==> config.mk <==
export PLATFORM = sky130hd
export DESIGN_NAME = two_bit_seq
export DESIGN_NICKNAME = d
export VERILOG_FILES = /design/src/rtl/two_bit_seq_pkg.sv /design/src/rtl/two_bit_seq_acc.sv /design/src/rtl/two_bit_seq.sv
export SDC_FILE = /design/constraint.sdc
export NUM_CORES = 1
export LEC_CHECK = 0
export CAP_MARGIN = 40
export CORE_AREA = 2 2 39 41
export DETAILED_ROUTE_END_ITERATION = 10
export DIE_AREA = 0 0 41 43
export GPL_TIMING_DRIVEN = 0
export PLACE_DENSITY = 0.68
export SYNTH_ARGS = -nofsm -noshare
export SYNTH_HDL_FRONTEND = slang
export SYNTH_SLANG_ARGS = --single-unit
==> constraint.sdc <==
create_clock -name clk -period 2.1 [get_ports clk]
set_input_delay 0.42 -clock clk [delete_from_list [all_inputs] [get_ports clk]]
set_output_delay 0.42 -clock clk [all_outputs]
set_load 0.01 [all_outputs]
==> src/rtl/two_bit_seq_pkg.sv <==
// ============================================================
// two_bit_seq_pkg : ISA opcodes, sequencer state and address types
// Revision 1.0
// ============================================================
`default_nettype none

package two_bit_seq_pkg;

   typedef logic [1:0] addr_t;

   typedef enum logic [1:0] {
      ST_IDLE    = 2'd0,
      ST_FETCH   = 2'd1,
      ST_OPERAND = 2'd2,
      ST_HALT    = 2'd3
   } state_t;

   localparam logic [1:0] OP_INC = 2'b00;
   localparam logic [1:0] OP_JNO = 2'b01;
   localparam logic [1:0] OP_HLT = 2'b10;
   localparam logic [1:0] OP_ILL = 2'b11;

   function automatic addr_t pc_inc(input addr_t pc);
      return pc + 2'd1;
   endfunction

endpackage

`default_nettype wire

==> src/rtl/two_bit_seq_acc.sv <==
// ============================================================
// two_bit_seq_acc : ACC_W accumulator with clear, increment, sticky overflow
// Revision 1.0
// ============================================================
`default_nettype none

module two_bit_seq_acc #(
   parameter int ACC_W = 2
) (
   input  logic             clk,
   input  logic             rst_n,
   input  logic             clr,
   input  logic             inc,
   output logic [ACC_W-1:0] acc,
   output logic             ovf
);

   always_ff @(posedge clk) begin
      if (!rst_n || clr) begin
         acc <= '0;
         ovf <= 1'b0;
      end else if (inc) begin
         acc <= acc + ACC_W'(1);
         // wrapping from all-ones latches the flag until the next clear
         if (&acc) begin
            ovf <= 1'b1;
         end
      end
   end

endmodule

`default_nettype wire

==> src/rtl/two_bit_seq.sv <==
// ============================================================
// two_bit_seq : 2-bit ROM instruction sequencer (INC / JNO / HLT)
// Opcode 11 traps to HALT when TWO_BIT_SEQ_ILLEGAL_TRAP_EN is defined, else NOP.
// Revision 1.0
// ============================================================
`default_nettype none

module two_bit_seq
   import two_bit_seq_pkg::*;
#(
   parameter int ACC_W = 2
) (
   input  logic             clk,
   input  logic             rst_n,
   input  logic             start,
   input  logic [1:0]       data,
   output logic [1:0]       addr,
   output logic [ACC_W-1:0] acc,
   output logic             ovf,
   output logic             busy,
   output logic             halted,
   output logic             illegal
);

   state_t state, state_nx;
   addr_t  pc, pc_nx;
   logic   acc_clr, acc_inc;
   logic   busy_nx, halted_nx;
   logic   illegal_nx;

   // state register
   always_ff @(posedge clk) begin
      if (!rst_n) begin
         state  <= ST_IDLE;
         pc     <= '0;
         busy   <= 1'b0;
         halted <= 1'b0;
      end else begin
         state  <= state_nx;
         pc     <= pc_nx;
         busy   <= busy_nx;
         halted <= halted_nx;
      end
   end

   // next-state and datapath control
   always_comb begin
      state_nx   = state;
      pc_nx      = pc;
      acc_clr    = 1'b0;
      acc_inc    = 1'b0;
      illegal_nx = illegal;
      case (state)
         ST_IDLE, ST_HALT: begin
            if (start) begin
               state_nx   = ST_FETCH;
               pc_nx      = '0;
               acc_clr    = 1'b1;
               illegal_nx = 1'b0;
            end
         end
         ST_FETCH: begin
            case (data)
               OP_INC: begin
                  acc_inc = 1'b1;
                  pc_nx   = pc_inc(pc);
               end
               OP_JNO: begin
                  pc_nx    = pc_inc(pc);
                  state_nx = ST_OPERAND;
               end
               OP_HLT: begin
                  state_nx = ST_HALT;
               end
               OP_ILL: begin
`ifdef TWO_BIT_SEQ_ILLEGAL_TRAP_EN
                  state_nx   = ST_HALT;
                  illegal_nx = 1'b1;
`else
                  pc_nx = pc_inc(pc);
`endif
               end
               default: begin
                  state_nx = ST_IDLE;
               end
            endcase
         end
         ST_OPERAND: begin
            pc_nx    = ovf ? pc_inc(pc) : addr_t'(data);
            state_nx = ST_FETCH;
         end
         default: begin
            state_nx = ST_IDLE;
         end
      endcase
   end

   // status outputs are decoded from the next state so they register with it
   always_comb begin
      busy_nx   = (state_nx == ST_FETCH) || (state_nx == ST_OPERAND);
      halted_nx = (state_nx == ST_HALT);
   end

`ifdef TWO_BIT_SEQ_ILLEGAL_TRAP_EN
   logic illegal_q;

   always_ff @(posedge clk) begin
      if (!rst_n) begin
         illegal_q <= 1'b0;
      end else begin
         illegal_q <= illegal_nx;
      end
   end

   assign illegal = illegal_q;
`else
   assign illegal = 1'b0;

   logic unused_ok;
   assign unused_ok = illegal_nx;
`endif

   assign addr = pc;

   two_bit_seq_acc #(
      .ACC_W (ACC_W)
   ) u_acc (
      .clk   (clk),
      .rst_n (rst_n),
      .clr   (acc_clr),
      .inc   (acc_inc),
      .acc   (acc),
      .ovf   (ovf)
   );

endmodule

`default_nettype wire
==> flow_summary.ini, run 1 <==
[status]
outcome = completed

[drt]
num_vias = 461
met1_length_um = 480
drt_wl_total_um = 1021
drc = 0
routedWlPerCell_um = 10.64
first_pass_iters = 4
wl_met2_um = 436
dr.first_iter.drc_count = 4
wl_met3_um = 81
top_layer_used = met4
vias_per_cell = 4.802
ant_nets = 0

[hold_path]
hp-start = u_acc.acc[1]
hp-class = register to register

[sta]
period_share_pct = 90.81
max_freq_mhz = 524.4
hold_viol_final = 0
setup_ws_ns = 0.1930
setup_viol = 0
worst_clock_skew_ns = 0.006951
timing.final.crit_period_ns = 1.907
rsz0062_at_grt = no
slew_violations = 0

[power]
p_total_uw = 493.8
seq_power_share_pct = 38.7
vdd_ir_drop_max_v = 0.0004037
power_density_mw_per_mm2 = 655.6
power.leakage_uw = 0.0003233
clkPwrFrac_pct = 28.6
p_int_uw = 345.3
power_frac_comb_pct = 32.8
sw_frac_of_total_pct = 30.06
p_sw_uw = 148.5

[synth]
yosysTopAreaCellShare_pct = 32.58
syn_area_sq_um = 553.0
synthDistinctLibCells = 27
synth_top_family_by_area = simple AND/OR/NAND/NOR gates
synthXorXnorAreaFrac_pct = 4.751
synth_cells = 61
synth_top_area_cell = dfxtp_1
syn_area_per_cell_sq_um = 9.066
synthSimpleGateAreaFrac_pct = 18.78
syn_nets = 72
yosys_warnings = 0
synth.area.mux_share_pct = 2.715
seq_area_frac_synth_pct = 32.58
synth-compound-area-share_pct = 18.78
ys_seq_elements = 9
synth_adder_area_share_pct = 13.57
synthTopCellsByArea = dfxtp_1 (33%), ha_1 (14%), a211oi_2 (4.5%)

[die]
core_area_sq_mm = 0.001384
dieWidth_um = 41
die_area_sq_mm = 0.001763
rows = 14
initial_utilization_pct = 39.96
die_y_um = 43
io_pins = 13

[critical_path]
critical_path.top_delay_family = adder cells
critPathMaxFanout = 4
crit_buf_inv = 2
endpoint_kind = register
critPathMaxStageDelay_ns = 0.29
start_kind = input pin
timing.rr.start = state[0]
critical_path_arrival_ns = 2.08
crit_required_ns = 2.27
slowest_stage = mux2_4
crit_start = data[1]
crit_chain = dlygate4sd2_1 -> inv_1 -> ha_4 -> mux2_4 -> a211oi_2 -> a21oi_1 -> ha_1 -> and2_1
criticalPathCategory = input pin to register

[final_layout]
fillers = 133
layout-drive-gt1-share_pct = 20.00
multi_input_area_sq_um = 340.3
finalCoreUtilization_pct = 54.43
mostFrequentLayoutCells = dfxtp_1 (9), clkdlybuf4s50_1 (9), buf_4 (6), nand2_1 (5), ha_1 (5)
regArea_sq_um = 180.2
diodes = 0
final_cell_area_sq_um = 753.2
finalNetCount = 92
syn_to_final_growth_pct = 36.20

[clocking]
cts.path.max_buffers = 2
path_clk_slew_ns = 0.07
insertion_delay_ns = 0.27
cts.sinks = 9
numCtsBuffers = 3
tritoncts = built
cts.htree.levels = 1
cts-hold-fix-buffers = 0
clk_root_buffer_cell = clkbuf_4

[placement]
placed_area_sq_um = 683.2
dp_slack_ns = -0.3757
portBuffers = 11
dp_hpwl_um = 740.7
gp_congestion = 0.7827

[global_route]
grt_use_total_pct = 14.21
antenna_found_initial = 0
grt_max_degree = 11
grt_pass1_vias = 415
grt_pass1_wl_um = 1683
overflow = 0

[flow_run]
cap_violations = 0
[layout make-up]
type	count	share of cell area [%]
multi-input combinational	44	45.18
sequential	9	23.92
timing repair buffer	15	18.77
clock buffer	4	3.488
buffer	3	3.488
tap	16	2.658
inverter	5	2.492
[timing repair]
item,in CTS,in global routing
endpoints found under the setup margin,2,2
pin swaps,1,1
cloned,0,0
resized for setup,3,1
setup buffers,4,0
[state kept, by name (all words and copies together), names as in the netlist]
register,cells
addr,2
state,2
u_acc.acc,2
busy,1
halted,1
u_acc.ovf,1
[cells by family (layout without fill, tap and decap cells)]
| kind of cell | after synthesis | after routing |
|---|---|---|
| simple gates | 20 | 20 |
| compound gates | 13 | 13 |
| flops | 9 | 9 |
| buf+inv | 8 | 27 |
| fa+ha+maj | 6 | 6 |
| xor+xnor | 3 | 3 |
| other cells | 1 | 1 |
| mux | 1 | 1 |
[final timing paths]
kind	slack, ns	cells past startpoint	to
hold reg to reg	0.54	2	u_acc.acc[1]
setup reg to reg	0.42	7	busy
hold / removal	0.54	2	u_acc.acc[1]
setup / recovery	0.19	8	busy
[power by group through the flow]
stage / Clock, uW / Sequential, uW / Combinational (uW)
floorplan: 0 / 197 / 90.8
global placement: 0 / 195 / 133
detailed placement: 0 / 195 / 133
CTS: 141 / 191 / 161
global route: 153 / 192 / 180
finish: 141 / 191 / 162
[per-layer routing]
layer  up-vias  global-route usage [%]
li1        243                       -
met2        13                   19.69
met5         -                       0
met1       202                   18.57
met3         3                   6.283
met4         0                   6.000
[worst reg2reg max path, cell delays in order, from the launching register on]
cell and delay [ns]:
dfxtp_1 0.38, inv_1 0.06, ha_1 0.28, buf_4 0.17, a211oi_2 0.18, a21oi_1 0.07, ha_1 0.28, and2_1 0.15
[stage by stage]
step / TNS, ns / hold WS, ns / std cells
5_1_grt: 0 / 0.5761 / 96
4_1_cts: 0 / 0.5564 / 96
6_report: 0 / 0.5426 / 96
3_5_place_dp: -0.6567 / 0.5421 / 88
2_1_floorplan: 0 / 0.5335 / 61
3_3_place_gp: -0.6782 / 0.5233 / 88
[Yosys cell counts]
library cell and number:
nand2_1 5, nor2b_1 1, a211oi_1 1, ha_1 6
nand3b_1 1, a21oi_2 1, a41oi_1 1, mux2_4 1
buf_6 1, and3_1 2, inv_1 5, buf_4 2
a21oi_1 2, conb_1 1, o31a_1 2, o21ai_0 1
xor2_1 2, nand2b_1 2, a211oi_2 2, a21boi_0 2
o22ai_1 1, dfxtp_1 9, nor2_1 4, nand3_1 1
nor3b_1 1, and2_1 3, xnor2_1 1
Power figures use the tool's default switching activity.
==> run 2, diff against run 1 <==
--- a/config.mk
+++ b/config.mk
@@ -5,6 +5,7 @@
 export SDC_FILE = /design/constraint.sdc
 export NUM_CORES = 1
 export LEC_CHECK = 0
+export ABC_CLOCK_PERIOD_IN_PS = 2100
 export CAP_MARGIN = 40
 export CORE_AREA = 2 2 39 41
 export DETAILED_ROUTE_END_ITERATION = 10
==> results of run 2 <==
Final layout, timing and power as in run 1 (identical DEF).
==> run 3, diff against run 2 <==
--- a/config.mk
+++ b/config.mk
@@ -5,13 +5,14 @@
 export SDC_FILE = /design/constraint.sdc
 export NUM_CORES = 1
 export LEC_CHECK = 0
-export ABC_CLOCK_PERIOD_IN_PS = 2100
+export ABC_CLOCK_PERIOD_IN_PS = 2200
 export CAP_MARGIN = 40
 export CORE_AREA = 2 2 39 41
 export DETAILED_ROUTE_END_ITERATION = 10
 export DIE_AREA = 0 0 41 43
 export GPL_TIMING_DRIVEN = 0
 export PLACE_DENSITY = 0.68
+export SLEW_MARGIN = 10
 export SYNTH_ARGS = -nofsm -noshare
 export SYNTH_HDL_FRONTEND = slang
 export SYNTH_SLANG_ARGS = --single-unit
==> constraint.sdc (replaced) <==
create_clock -name clk -period 2.2 [get_ports clk]
set_input_delay 0.44 -clock clk [delete_from_list [all_inputs] [get_ports clk]]
set_output_delay 0.44 -clock clk [all_outputs]
set_load 0.01 [all_outputs]
==> run 3 against run 2 <==
Effect of this change: sequential cell count unchanged; highest routed layer unchanged; power fell by 8.2%; final area decreased by 1.5%; wire length decreased by 5.0%; combinational power shrank 12%.
==> flow_summary.ini, run 3 (synthesized netlist as in run 1, its figures left out) <==
[sta]
period_share_pct = 83.49
hold_ws_ns = 0.5426
hold_viol_final = 0
timing.final.crit_period_ns = 1.837
rsz0062_at_grt = no
slew_violations = 0
max_freq_mhz = 544.4
setup_viol = 0
worst_clock_skew_ns = 0.001895
setup_ws_ns = 0.3631

[final_layout]
final_cell_count_no_fill = 93
syn_to_final_growth_pct = 34.16
finalNetCount = 89
diodes = 0
fillers = 136
mostFrequentLayoutCells = dfxtp_1 (9), clkdlybuf4s50_1 (9), nand2_1 (5), ha_1 (5)
layout-drive-gt1-share_pct = 16.88

[clocking]
path_clk_slew_ns = 0.06
clk_root_buffer_cell = clkbuf_4
cts.htree.levels = 1
numCtsBuffers = 3
cts.sinks = 9
tritoncts = built
insertion_delay_ns = 0.26
cts.path.max_buffers = 2

[die]
rows = 14
initial_utilization_pct = 39.96
die_y_um = 43
die_area_sq_mm = 0.001763
io_pins = 13
core_area_sq_mm = 0.001384
dieWidth_um = 41

[drt]
dr.first_iter.drc_count = 10
num_vias = 458
routedWlPerCell_um = 10.43
drt_wl_total_um = 970
vias_per_cell = 4.925
ant_nets = 0
first_pass_iters = 4
drc = 0

[hold_path]
hp-class = register to register
hp-start = u_acc.acc[1]
holdPathStages = 2
holdPathEnd = u_acc.acc[1]

[placement]
portBuffers = 11
placed_cells = 88
dp_slack_ns = -0.2957
gp_congestion = 0.7827
dp_hpwl_um = 740.7

[flow_run]
cap_violations = 0

[power]
power_density_mw_per_mm2 = 610.8
p_total_uw = 453.2
vdd_ir_drop_max_v = 0.0003807
power.leakage_uw = 0.0003157

[global_route]
overflow = 0
grt_max_degree = 11
grt_use_total_pct = 13.41
grt_pass1_wl_um = 1593
antenna_found_initial = 0
grt_pass1_vias = 393

[critical_path]
critPathMaxFanout = 4
ff2ff_setup_slack_ns = 0.54
endpoint_kind = register
rr_worst_depth = 7
critical_path_arrival_ns = 2.00
criticalPathCategory = input pin to register
timing.rr.start = state[0]
start_kind = input pin
r2r_end = busy
crit_required_ns = 2.36

[status]
outcome = completed
run 3: cell count changes in the layout (fill, tap and decap cells not counted), sizes merged:
cell,before,now
dlygate4sd2,1,0
buf,7,4
dlymetal6s2s,1,2
run 3: worst max path at each step:
| stage | from | endpoint | slack [ns] | cells after the start |
|---|---|---|---|---|
| 2_1_floorplan | data[0] | busy | 0.28 | 7 |
| 4_1_cts | data[0] | busy | 0.01 | 8 |
| 3_5_place_dp | data[1] | busy | -0.30 | 8 |
| 3_3_place_gp | data[1] | busy | -0.31 | 8 |
| 5_1_grt | data[1] | busy | 0.29 | 8 |
| 6_report | data[1] | busy | 0.36 | 8 |
run 3: stage by stage:
stage	setup TNS (ns)	util, %	area (sq um)
6_report	0	53.62	742.0
5_1_grt	0	53.62	742.0
4_1_cts	0	51.27	709.4
3_5_place_dp	-0.4967	49.37	683.2
3_3_place_gp	-0.5182	49.37	683.2
2_1_floorplan	0	-	553.0
run 3: what timing repair did:
action | CTS | global route
endpoints found under the hold margin | 0 | 0
hold buffers | 0 | 0
buffers inserted | 0 | 1
resized for setup | 0 | 5
setup endpoints to repair | 1 | 1
pin swaps | 1 | 1
run 3: area by class of cell:
type | instances | area, sq um | share of cell area (%)
plain buffers | 3 | 26.28 | 3.541
clock buffers | 4 | 26.28 | 3.541
inverters | 5 | 18.77 | 2.530
multi-input cells | 44 | 347.8 | 46.88
flip-flops and latches | 9 | 180.2 | 24.28
well taps | 16 | 20.02 | 2.698
repair buffers | 12 | 122.6 | 16.53
run 3: where the power goes:
part | switching [uW] | internal [uW] | leakage (uW)
combinational | 68.8 | 73.3 | 0.000228
sequential | 7.90 | 174 | 0.0000732
clock | 58.9 | 70.0 | 0.0000150
run 3: worst max-delay path: stages:
cell	delay [ns]
dlymetal6s2s_1	0.14
inv_1	0.09
ha_4	0.27
mux2_4	0.30
a211oi_4	0.25
a21oi_1	0.07
ha_1	0.28
and2_1	0.15
run 3: metal layers:
layer	up-vias	part of all wire (%)	track usage (%)
met3	2	8.7	6.283
li1	238	-	-
met4	0	1.0	6.000
met1	204	47	17.92
met5	-	0	0
met2	14	43	17.81
